==> config.mk <==
export PLATFORM = sky130hd
export DESIGN_NAME = serial_peer_endpoint
export DESIGN_NICKNAME = d
export VERILOG_FILES = /design/src/rtl/serial_peer_endpoint.sv
export SDC_FILE = /design/constraint.sdc
export NUM_CORES = 1
export LEC_CHECK = 0
export CORE_MARGIN = 3
export CORE_UTILIZATION = 60
export DETAILED_ROUTE_END_ITERATION = 10
export GPL_TIMING_DRIVEN = 0
export PLACE_DENSITY = 0.85
export SLEW_MARGIN = 5
export SYNTH_ARGS = -nofsm -noshare
export SYNTH_HDL_FRONTEND = slang
export SYNTH_SLANG_ARGS = --single-unit
==> constraint.sdc <==
create_clock -name clk -period 12.7 [get_ports clk]
set_input_delay 3.81 -clock clk [delete_from_list [all_inputs] [get_ports clk]]
set_output_delay 3.81 -clock clk [all_outputs]
set_load 0.005 [all_outputs]
==> src/rtl/serial_peer_endpoint.sv <==
// Far-end peer of the serial full-duplex master. It deserialises inbound TX-link words and serialises a held word back on the RX link.
// Optional build macro SERIAL_PEER_ENDPOINT_ECHO_EN: when defined, each valid inbound word is echoed into an empty holding register.
module serial_peer_endpoint #(
  parameter int DATA_WIDTH_BASE = 5
) (
  input  logic                            clk,
  input  logic                            rst,
  input  logic                            sck_in,
  input  logic                            sdi,
  input  logic                            latch_in,
  output logic [(2**DATA_WIDTH_BASE)-1:0] rx_data,
  output logic                            rx_valid,
  output logic                            frame_err,
  input  logic                            sck_resp,
  output logic                            sdo,
  input  logic [(2**DATA_WIDTH_BASE)-1:0] tx_data,
  input  logic                            tx_load,
  output logic                            tx_ready,
  output logic                            tx_underrun
);

  localparam int W  = 2 ** DATA_WIDTH_BASE;
  localparam int CW = DATA_WIDTH_BASE + 1;
  localparam logic [CW-1:0] CNT_W    = CW'(W);
  localparam logic [CW-1:0] CNT_OVER = CW'(W + 1);
  localparam logic [CW-1:0] CNT_ONE  = CW'(1);

  typedef enum logic [1:0] {RX_IDLE, RX_SHIFT, RX_OVER} rxState_t;
  typedef enum logic {TX_IDLE, TX_SHIFT} txState_t;

  // Bits [1:0] synchronise the async pin; bit [2] is the previous synced value for edge detection.
  logic [2:0] sckInPipe_q, latchPipe_q, respPipe_q;
  logic [1:0] sdiPipe_q;
  logic       sckInRise_q, latchRise_q;
  logic       sdiSync, respRise;

  rxState_t       rxState_q, rxState_d;
  logic [CW-1:0]  rxCnt_q, rxCnt_d;
  logic [W-1:0]   rxShreg_q, rxShreg_d;
  logic [W-1:0]   rxData_q, rxData_d;
  logic           rxValid_q, rxValid_d;
  logic           frameErr_q, frameErr_d;

  txState_t       txState_q, txState_d;
  logic [CW-1:0]  txCnt_q, txCnt_d;
  logic [W-1:0]   txShreg_q, txShreg_d;
  logic [W-1:0]   holding_q, holding_d;
  logic           txReady_q, txReady_d;
  logic           sdo_q, sdo_d;
  logic           underrun_q, underrun_d;
  logic           startFrame, readyEff;

  assign sdiSync  = sdiPipe_q[1];
  assign respRise = respPipe_q[1] & ~respPipe_q[2];

  always_ff @(posedge clk or posedge rst) begin
    if (rst) begin
      sckInPipe_q <= '0;
      latchPipe_q <= '0;
      respPipe_q  <= '0;
      sdiPipe_q   <= '0;
      sckInRise_q <= 1'b0;
      latchRise_q <= 1'b0;
    end else begin
      sckInPipe_q <= {sckInPipe_q[1:0], sck_in};
      latchPipe_q <= {latchPipe_q[1:0], latch_in};
      respPipe_q  <= {respPipe_q[1:0], sck_resp};
      sdiPipe_q   <= {sdiPipe_q[0], sdi};
      sckInRise_q <= sckInPipe_q[1] & ~sckInPipe_q[2];
      latchRise_q <= latchPipe_q[1] & ~latchPipe_q[2];
    end
  end

  // A bit arriving with the latch is counted before the latch judges the frame length.
  always_comb begin
    rxState_d  = rxState_q;
    rxCnt_d    = rxCnt_q;
    rxShreg_d  = rxShreg_q;
    rxData_d   = rxData_q;
    rxValid_d  = 1'b0;
    frameErr_d = 1'b0;
    if (sckInRise_q) begin
      case (rxState_q)
        RX_IDLE: begin
          rxShreg_d = {rxShreg_q[W-2:0], sdiSync};
          rxCnt_d   = CNT_ONE;
          rxState_d = RX_SHIFT;
        end
        RX_SHIFT: begin
          if (rxCnt_q == CNT_W) begin
            rxCnt_d   = CNT_OVER;
            rxState_d = RX_OVER;
          end else begin
            rxShreg_d = {rxShreg_q[W-2:0], sdiSync};
            rxCnt_d   = rxCnt_q + CNT_ONE;
          end
        end
        RX_OVER: ;
        default: rxState_d = RX_IDLE;
      endcase
    end
    if (latchRise_q) begin
      if (rxCnt_d == CNT_W) begin
        rxData_d  = rxShreg_d;
        rxValid_d = 1'b1;
      end else begin
        frameErr_d = 1'b1;
      end
      rxState_d = RX_IDLE;
      rxCnt_d   = '0;
    end
  end

  // Bit W+1 of a frame is never shifted; that edge restarts the next frame instead.
  always_comb begin
    txState_d  = txState_q;
    txCnt_d    = txCnt_q;
    txShreg_d  = txShreg_q;
    sdo_d      = sdo_q;
    underrun_d = 1'b0;
    holding_d  = holding_q;
    startFrame = respRise && ((txState_q == TX_IDLE) || (txCnt_q == CNT_W));
    if (startFrame) begin
      if (txReady_q) begin
        txShreg_d  = '0;
        sdo_d      = 1'b0;
        underrun_d = 1'b1;
      end else begin
        txShreg_d = holding_q;
        sdo_d     = holding_q[0];
      end
      txCnt_d   = CNT_ONE;
      txState_d = TX_SHIFT;
    end else if (respRise) begin
      txShreg_d = txShreg_q >> 1;
      sdo_d     = txShreg_q[1];
      txCnt_d   = txCnt_q + CNT_ONE;
    end
    readyEff  = txReady_q | startFrame;
    txReady_d = readyEff;
    if (tx_load && readyEff) begin
      holding_d = tx_data;
      txReady_d = 1'b0;
    end
`ifdef SERIAL_PEER_ENDPOINT_ECHO_EN
    else if (rxValid_q && readyEff) begin
      holding_d = rxData_q;
      txReady_d = 1'b0;
    end
`endif
  end

  always_ff @(posedge clk or posedge rst) begin
    if (rst) begin
      rxState_q  <= RX_IDLE;
      rxCnt_q    <= '0;
      rxShreg_q  <= '0;
      rxData_q   <= '0;
      rxValid_q  <= 1'b0;
      frameErr_q <= 1'b0;
      txState_q  <= TX_IDLE;
      txCnt_q    <= '0;
      txShreg_q  <= '0;
      holding_q  <= '0;
      txReady_q  <= 1'b1;
      sdo_q      <= 1'b0;
      underrun_q <= 1'b0;
    end else begin
      rxState_q  <= rxState_d;
      rxCnt_q    <= rxCnt_d;
      rxShreg_q  <= rxShreg_d;
      rxData_q   <= rxData_d;
      rxValid_q  <= rxValid_d;
      frameErr_q <= frameErr_d;
      txState_q  <= txState_d;
      txCnt_q    <= txCnt_d;
      txShreg_q  <= txShreg_d;
      holding_q  <= holding_d;
      txReady_q  <= txReady_d;
      sdo_q      <= sdo_d;
      underrun_q <= underrun_d;
    end
  end

  assign rx_data     = rxData_q;
  assign rx_valid    = rxValid_q;
  assign frame_err   = frameErr_q;
  assign sdo         = sdo_q;
  assign tx_ready    = txReady_q;
  assign tx_underrun = underrun_q;

endmodule
==> impl_summary.log, run 1 <==
[metrics] status: complete, no violations
[metrics] master cell of the clock root buffer: sky130_fd_sc_hd__clkbuf_8
[metrics] delay of the slowest cell on the worst path: about 0.54 ns
[metrics] drt initial violations: 367
[metrics] nets in the synthesized netlist: 563
[metrics] number of max-cap violations: 0
[metrics] GRT Overall Usage: 23.88%
[metrics] leakage power of the design: 3.589 nW
[metrics] Critical Path AT: between 1.5 and 2 ns
[metrics] proportion of synthesized chip area in sequential cells: 60.32%
[metrics] worst voltage drop across the vdd grid: 170.3 uV
[metrics] Via density: 5.781
[metrics] gate count of the mapped netlist: 520
[metrics] half-perimeter wire length after placement: between 8000 and 9000 microns
[metrics] fraction of layout instances using a drive strength above 1: 22.45%
[metrics] kind of launch point of the worst setup path: flip-flop
[metrics] chip width: approximately 110 microns
[metrics] setup tns final: 0 ns
[metrics] Hold Crit Class: flip-flop to flip-flop
[metrics] Clk Latency, worst-skew pair: 0.54 ns
[metrics] startpoint of the lowest-slack hold path: sckInPipe_q[0]
[metrics] Filler cells: approximately 630
[metrics] die extent in y: around 110 microns
[metrics] layout overhead on the synthesized area: 23.10%
[metrics] wire length of the first global-routing pass: between 20000 and 25000 microns
[metrics] n_diodes: 0
[metrics] final-layout worst hold slack: 0.3498 ns
[metrics] top fanout value on the critical path: 2
[metrics] clock sink count: 160
[metrics] Top delay family on crit path: flip-flops
[metrics] H-tree levels: 4
[metrics] Floorplan Core Area: 10560 sq um
[metrics] initial cell density of the core: a little over three fifths
[metrics] maximum number of pins on one net before global-route repair: 115
[metrics] maximum root-to-sink buffer count: 2
[metrics] final slew viol count: 0
[metrics] Mapped Avg Cell Area: 12.77 sq um
[metrics] number of buffer and inverter stages on the critical path: 1
[metrics] Synth Flop Type: sky130_fd_sc_hd__dfrtp_1
[metrics] final hold violation count: 0
[metrics] start of the worst register-to-register path: rxCnt_q[0]
[metrics] total number of placement rows: 37
[metrics] required time of the worst setup path: 8.89 ns
[metrics] initial antenna violation count: 0
[metrics] Power per Cell Area: 151.2 nW/um^2
[metrics] number of routed nets with antenna violations: 0
[metrics] residual overflow from global routing: 0
[metrics] number of synthesized flops with an enable pin: 0
[metrics] CTS-repair resized insts: 0
[metrics] clock tree skew after final layout: between 0.005 and 0.006 ns
[metrics] post-synth design cell area: 6640 sq um
[metrics] Die Area: around 12000 sq um
[metrics] RePlAce Congestion: 0.8780
[metrics] post-CTS setup buffers: 0
[metrics] max_slew headroom: between 50% and 60%
[metrics] Yosys reg bits: 160
[metrics] Period Utilization, post-route: 42.40%
[metrics] number of distinct library cell variants in the gate-level netlist after synthesis: 39
[metrics] setup slack of the critical path after layout: 7.316 ns
[metrics] IO Count: 76
[metrics] measured slew at the worst slew-check pin: ~0.65 ns
[metrics] total detailed-routing wirelength: 13700 microns
[metrics] Placed Cells: 732
[metrics] vias: roughly 4400
[metrics] total CTS buffers: 17
[metrics] slowest cell on the critical path: sky130_fd_sc_hd__dfstp_2
[metrics] leading cell types by total area after synthesis: sky130_fd_sc_hd__dfrtp_1 (60%), sky130_fd_sc_hd__mux2_2 (11%), sky130_fd_sc_hd__mux2_4 (6.6%), sky130_fd_sc_hd__nor3b_1 (3.6%), sky130_fd_sc_hd__o21ai_0 (3.2%)
[metrics] area share of the leading cell type in the synthesized netlist: around 60%
[metrics] Net count, final: between 600 and 700
[metrics] final instance count without filler cells: ~760
[metrics] Clock Pin Slew Worst Setup and Hold Paths: 0.06 ns
[metrics] setup violation total in the final timing report: 0
[metrics] total power: between 1 and 1.5 mW
[metrics] vias in the first global route: approximately 4700
[metrics] Yosys warnings: 0
[metrics] hold-fix buffers at CTS: 0
[metrics] Critical Path Start: tx_ready
[metrics] FFs w/ async S/R, synth: 100.0%
[metrics] unrepaired setup endpoints after global routing: false
[metrics] Achievable Freq: approximately 190 MHz
[metrics] number of detailed-route iterations in the first pass: 5
[metrics] cell chain of the critical path: clkdlybuf4s50_1
[metrics] routed wirelength normalized by instance count: 17.93 microns
[metrics] type of element capturing the critical path: output port
[metrics] IO Port Bufs: 75
[metrics] CTS tree: done
[metrics] detailed-route DRC error count: 0
[metrics] path type of the worst setup path: flip-flop to output port
[metrics] post-synth top area cell: sky130_fd_sc_hd__dfrtp_1
[metrics] min Tclk post-route: 5.384 ns
[metrics] worst slack, placed: between 7 and 8 ns
[per-layer routing]
| metal | wire [microns] | part of all wire, % | global-route usage (%) |
|---|---|---|---|
| met4 | 265 | 1.9 | 8.597 |
| met5 | 0 | 0 | 0 |
| met3 | 705 | 5.1 | 6.004 |
| met1 | 5555 | 41 | 29.41 |
| met2 | 7170 | 52 | 40.93 |
[where the power goes]
part           total [mW]  leakage, nW  switching (mW)  internal [mW]
clock network       0.486        0.271           0.196          0.291
registers           0.620         2.10          0.0411          0.579
logic               0.130         1.22          0.0590         0.0706
total                1.24         3.59           0.296          0.940
[worst register-to-register path, stage by stage (launching register included)]
cell	delay, ns
sky130_fd_sc_hd__dfrtp_1	0.48
sky130_fd_sc_hd__ha_1	0.35
sky130_fd_sc_hd__and3b_1	0.21
sky130_fd_sc_hd__o31a_2	0.31
sky130_fd_sc_hd__o32a_1	0.24
sky130_fd_sc_hd__a2111oi_4	0.61
sky130_fd_sc_hd__buf_6	0.28
sky130_fd_sc_hd__mux2_4	0.32
[path summary, 6_finish.rpt]
kind / cells past startpoint / slack, ns / endpoint
worst max-delay path: 1 / 7.32 / tx_ready
worst min-delay path: 0 / 0.35 / sckInPipe_q[1]
worst max register to register: 7 / 9.78 / rx_data[13]
worst min register to register: 0 / 0.35 / sckInPipe_q[1]
max in group asynchronous: 3 / 8.20 / txCnt_q[2]
min in group asynchronous: 2 / 3.68 / rxShreg_q[13]
[sequential cells by signal, summed over array words and instances, names as in the netlist, 2 cells and up]
signal and cells:
rxCnt_q 6, rx_data 32, txShreg_q 32, latchPipe_q 3
sckInPipe_q 3, rxState_q 2, rxShreg_q 32, txCnt_q 6
respPipe_q 3, sdiPipe_q 2, holding_q 32
[cell usage after synthesis (2+ instances only)]
| cell type | count |
|---|---|
| sky130_fd_sc_hd__buf_6 | 3 |
| sky130_fd_sc_hd__dfrtp_1 | 159 |
| sky130_fd_sc_hd__o21ai_0 | 42 |
| sky130_fd_sc_hd__nand3_1 | 9 |
| sky130_fd_sc_hd__and3_1 | 2 |
| sky130_fd_sc_hd__o41ai_1 | 2 |
| sky130_fd_sc_hd__mux2_2 | 67 |
| sky130_fd_sc_hd__or4_1 | 2 |
| sky130_fd_sc_hd__nor4_1 | 2 |
| sky130_fd_sc_hd__nor3b_1 | 32 |
| sky130_fd_sc_hd__mux2_4 | 29 |
| sky130_fd_sc_hd__buf_2 | 3 |
| sky130_fd_sc_hd__nand2b_1 | 3 |
| sky130_fd_sc_hd__nor2b_1 | 5 |
| sky130_fd_sc_hd__o41a_1 | 2 |
| sky130_fd_sc_hd__nand2_1 | 48 |
| sky130_fd_sc_hd__a21o_1 | 2 |
| sky130_fd_sc_hd__nor2_1 | 11 |
| sky130_fd_sc_hd__clkbuf_1 | 28 |
| sky130_fd_sc_hd__inv_1 | 8 |
| sky130_fd_sc_hd__ha_1 | 4 |
| sky130_fd_sc_hd__nor3_1 | 3 |
| sky130_fd_sc_hd__a21oi_1 | 38 |
[metrics by stage]
step,util (%),area [sq um]
detailed placement,71.97,7596
global route,77.44,8174
CTS,77.44,8174
floorplan,-,6640
finish,77.44,8174
global placement,71.63,7561
[cell families after synthesis]
logic type | after synthesis | synth area share [%]
muxes | 96 | 17.92
and+or+nand+nor | 121 | 9.798
adders and majority gates | 4 | 0.7538
AOI/OAI and AO/OA | 96 | 8.329
buffers and inverters | 43 | 2.883
DFF | 160 | 60.32
[layout make-up]
cell class | count | area [sq um] | share of cell area, %
Timing Repair Buffer | 76 | 778.2 | 9.521
Buffer | 35 | 161.4 | 1.975
Clock buffer | 24 | 500.5 | 6.123
Sequential cell | 160 | 4005 | 49.00
Multi-Input combinational cell | 317 | 2444 | 29.89
Inverter | 8 | 37.54 | 0.4592
Tap cell | 136 | 170.2 | 2.082
Clock inverter | 8 | 77.57 | 0.9490
[cell usage in the layout (no fill, tap or decap), drive strengths merged, types with 3 or more instances in the layout]
cell type	synthesis	final
a21oi	38	38
and3	3	3
buf	7	8
clkbuf	28	52
clkdlybuf4s50	0	75
clkinvlp	0	5
dfrtp	159	159
ha	4	4
inv	8	8
mux2	96	96
nand2	48	48
nand2b	3	3
nand3	9	9
nor2	11	11
nor2b	5	5
nor3	3	3
nor3b	32	32
o21ai	43	43
Note: power is estimated with default switching activity, not from simulation.
==> run 2, diff against run 1 <==
CORE_UTILIZATION = 56   (was 60)
PLACE_DENSITY = 0.8   (was 0.85)
clock period = 5.21 ns   (was 12.7 ns; I/O delays follow)
==> run 2 against run 1 <==
  * Highest routed layer unchanged
  * Non-clock buffer count up 3
  * Cell area up 0.69%
  * Sequential power up 140%
  * Flip-flop and latch count unchanged
  * Via count down 1.8%
  * Critical endpoint unchanged
  * Clock power up 140%
  * Sequential share of layout area down 0.34 points
==> impl_summary.log, run 2 (same netlist as run 1, synthesis figures left out) <==
[metrics] delay of the slowest cell on the worst path: 0.54 ns (about the same)
[metrics] fraction of layout instances using a drive strength above 1: 22.66% (+0.21 points)
[metrics] most frequent standard cell in the layout excluding fill and tap cells: sky130_fd_sc_hd__dfrtp_1
[metrics] top fanout value on the critical path: 2 (unchanged)
[metrics] detailed-route DRC error count: 0 (unchanged)
[metrics] number of cells on the worst reg-to-reg path: 7 (unchanged)
[metrics] Net count, final: 661 (+0.46%)
[metrics] total power: 3.002 mW (+140%)
[metrics] RePlAce Congestion: 0.8192 (-6.7%)
[metrics] Clock Pin Slew Worst Setup and Hold Paths: 0.06 ns (about the same)
[metrics] total detailed-routing wirelength: 12750 microns (-6.9%)
[metrics] required time of the worst setup path: 3.65 ns (-5.24 ns)
[metrics] H-tree levels: 4 (unchanged)
[metrics] RR Endpoint: rx_data[9]
[metrics] half-perimeter wire length after placement: 8682 microns (-0.31%)
[metrics] max_slew headroom: 59.98% (+3.6 points)
[metrics] worst slack, placed: 1.954 ns (-5.192 ns)
[metrics] Clk Latency, worst-skew pair: 0.42 ns (-0.12 ns)
[metrics] min Tclk post-route: 3.021 ns
[metrics] start of the worst register-to-register path: rxCnt_q[0]
[metrics] chip width: 114.9 microns (+3.3%)
[metrics] n_diodes: 0 (unchanged)
[metrics] initial antenna violation count: 0 (unchanged)
[metrics] setup slack of the critical path after layout: 2.189 ns (-5.127 ns)
[metrics] Floorplan Core Area: 11520 sq um (+9.1%)
[metrics] post-CTS setup buffers: 0 (unchanged)
[metrics] wire length of the first global-routing pass: 21710 microns (-7.6%)
[metrics] final slew viol count: 0 (unchanged)
[metrics] kind of launch point of the worst setup path: flip-flop
[metrics] measured slew at the worst slew-check pin: 0.6003 ns (-0.05395 ns)
[metrics] worst voltage drop across the vdd grid: 240.6 uV (+41%)
[metrics] most frequent cells in the layout: sky130_fd_sc_hd__dfrtp_1 (159), sky130_fd_sc_hd__clkdlybuf4s50_1 (75), sky130_fd_sc_hd__mux2_2 (67)
[metrics] vias: 4336 (-1.8%)
[metrics] clock sink count: 160 (unchanged)
[metrics] final instance count without filler cells: 774 (+1.3%)
[metrics] cell chain of the critical path: clkdlybuf4s50_1
[metrics] type of element capturing the critical path: output port
[metrics] CTS tree: done
[metrics] slowest cell on the critical path: sky130_fd_sc_hd__dfstp_2
[metrics] Achievable Freq: 331.0 MHz
[metrics] Via density: 5.602 (-3.1%)
[metrics] Hold Crit Endpoint: latchPipe_q[1]
[metrics] Placed Cells: 742 (+1.4%)
[metrics] status: complete, no violations
[metrics] area taken by flip-flops and latches: 4005 sq um (unchanged)
[metrics] Hold Crit Class: flip-flop to flip-flop
[metrics] Critical Path AT: 1.46 ns (-0.11 ns)
[metrics] total CTS buffers: 17 (unchanged)
[metrics] hold-fix buffers at CTS: 0 (unchanged)
[metrics] Filler cells: 805 (+28%)
[metrics] total number of placement rows: 39 (+5.4%)
[metrics] Top delay family on crit path: flip-flops
[metrics] CTS-repair resized insts: 0 (unchanged)
[metrics] number of detailed-route iterations in the first pass: 7 (+2)
[metrics] clock tree skew after final layout: 0.009230 ns (+0.003435 ns)
[metrics] cell depth of the worst hold path: 0 (unchanged)
[metrics] startpoint of the lowest-slack hold path: latchPipe_q[0]
[metrics] residual overflow from global routing: 0 (unchanged)
[metrics] IO Count: 76 (unchanged)
[metrics] number of routed nets with antenna violations: 0 (unchanged)
[metrics] leakage power of the design: 3.629 nW (+1.1%)
[metrics] number of max-cap violations: 0 (unchanged)
[metrics] Die Area: 13200 sq um (+6.7%)
[metrics] total area of multi-input combinational cells: 2444 sq um (unchanged)
[metrics] IO Port Bufs: 75 (unchanged)
[metrics] setup violation total in the final timing report: 0 (unchanged)
[metrics] GRT Overall Usage: 20.78% (-3.1 points)
[metrics] vias in the first global route: 4597 (-1.5%)
[metrics] routed wirelength normalized by instance count: 16.47 microns (-8.1%)
[metrics] maximum root-to-sink buffer count: 2 (unchanged)
[metrics] initial cell density of the core: 57.66% (-5.2 points)
[metrics] unrepaired setup endpoints after global routing: false
[metrics] layout overhead on the synthesized area: 23.95%
[metrics] drt initial violations: 348 (-5.2%)
[metrics] master cell of the clock root buffer: sky130_fd_sc_hd__clkbuf_16
[metrics] Period Utilization, post-route: 57.99%
[metrics] Worst R2R Setup Slack: 2.39 ns (-7.39 ns)
[metrics] die extent in y: 114.9 microns (+3.3%)
[metrics] setup tns final: 0 ns (unchanged)
[metrics] path type of the worst setup path: flip-flop to output port
[metrics] final hold violation count: 0 (unchanged)
[metrics] maximum number of pins on one net before global-route repair: 44 (-62%)
[metrics] number of buffer and inverter stages on the critical path: 1 (unchanged)
[metrics] Power per Cell Area: 364.7 nW/um^2 (+140%)
[run 2: metal layers]
metal	part of all wire (%)	vias up	track usage, %
li1	-	2023	-
met1	43	2181	25.56
met2	51	110	35.19
met3	3.8	22	6.053
met4	1.7	0	7.277
met5	0	-	0
[run 2: per-stage QoR]
stage	instance area, sq um	hold slack [ns]	utilization, %
after floorplan	6644	0.3312	-
after global placement	7574	0.3367	65.76
after detailed placement	7654	0.3418	66.46
after CTS	8230	0.3477	71.47
after global routing	8230	0.3659	71.47
final	8230	0.3489	71.47
[run 2: final cells by class]
type / count / share of cell area (%)
timing repair buffer: 79 / 10.09
sequential: 160 / 48.66
clock buffer: 28 / 6.765
buffer: 35 / 1.961
inverter: 8 / 0.4105
clock inverter: 4 / 0.2432
tap: 143 / 2.174
multi-input combinational: 317 / 29.69
[run 2: worst max-delay path by stage]
stage | slack (ns) | endpoint | startpoint | depth (start not counted)
6_report | 2.19 | tx_ready | tx_ready | 1
5_1_grt | 2.15 | tx_ready | tx_ready | 1
4_1_cts | 2.18 | tx_ready | tx_ready | 1
3_5_place_dp | 1.95 | holding_q[21] | tx_load | 4
3_3_place_gp | 0.43 | rx_data[23] | rst | 2
2_1_floorplan | 1.62 | frame_err | rst | 1
[run 2: power by group]
part,total [mW],switching [mW],internal [mW]
Combinational,0.314,0.138,0.176
Clock,1.18,0.460,0.722
Sequential,1.51,0.0954,1.41
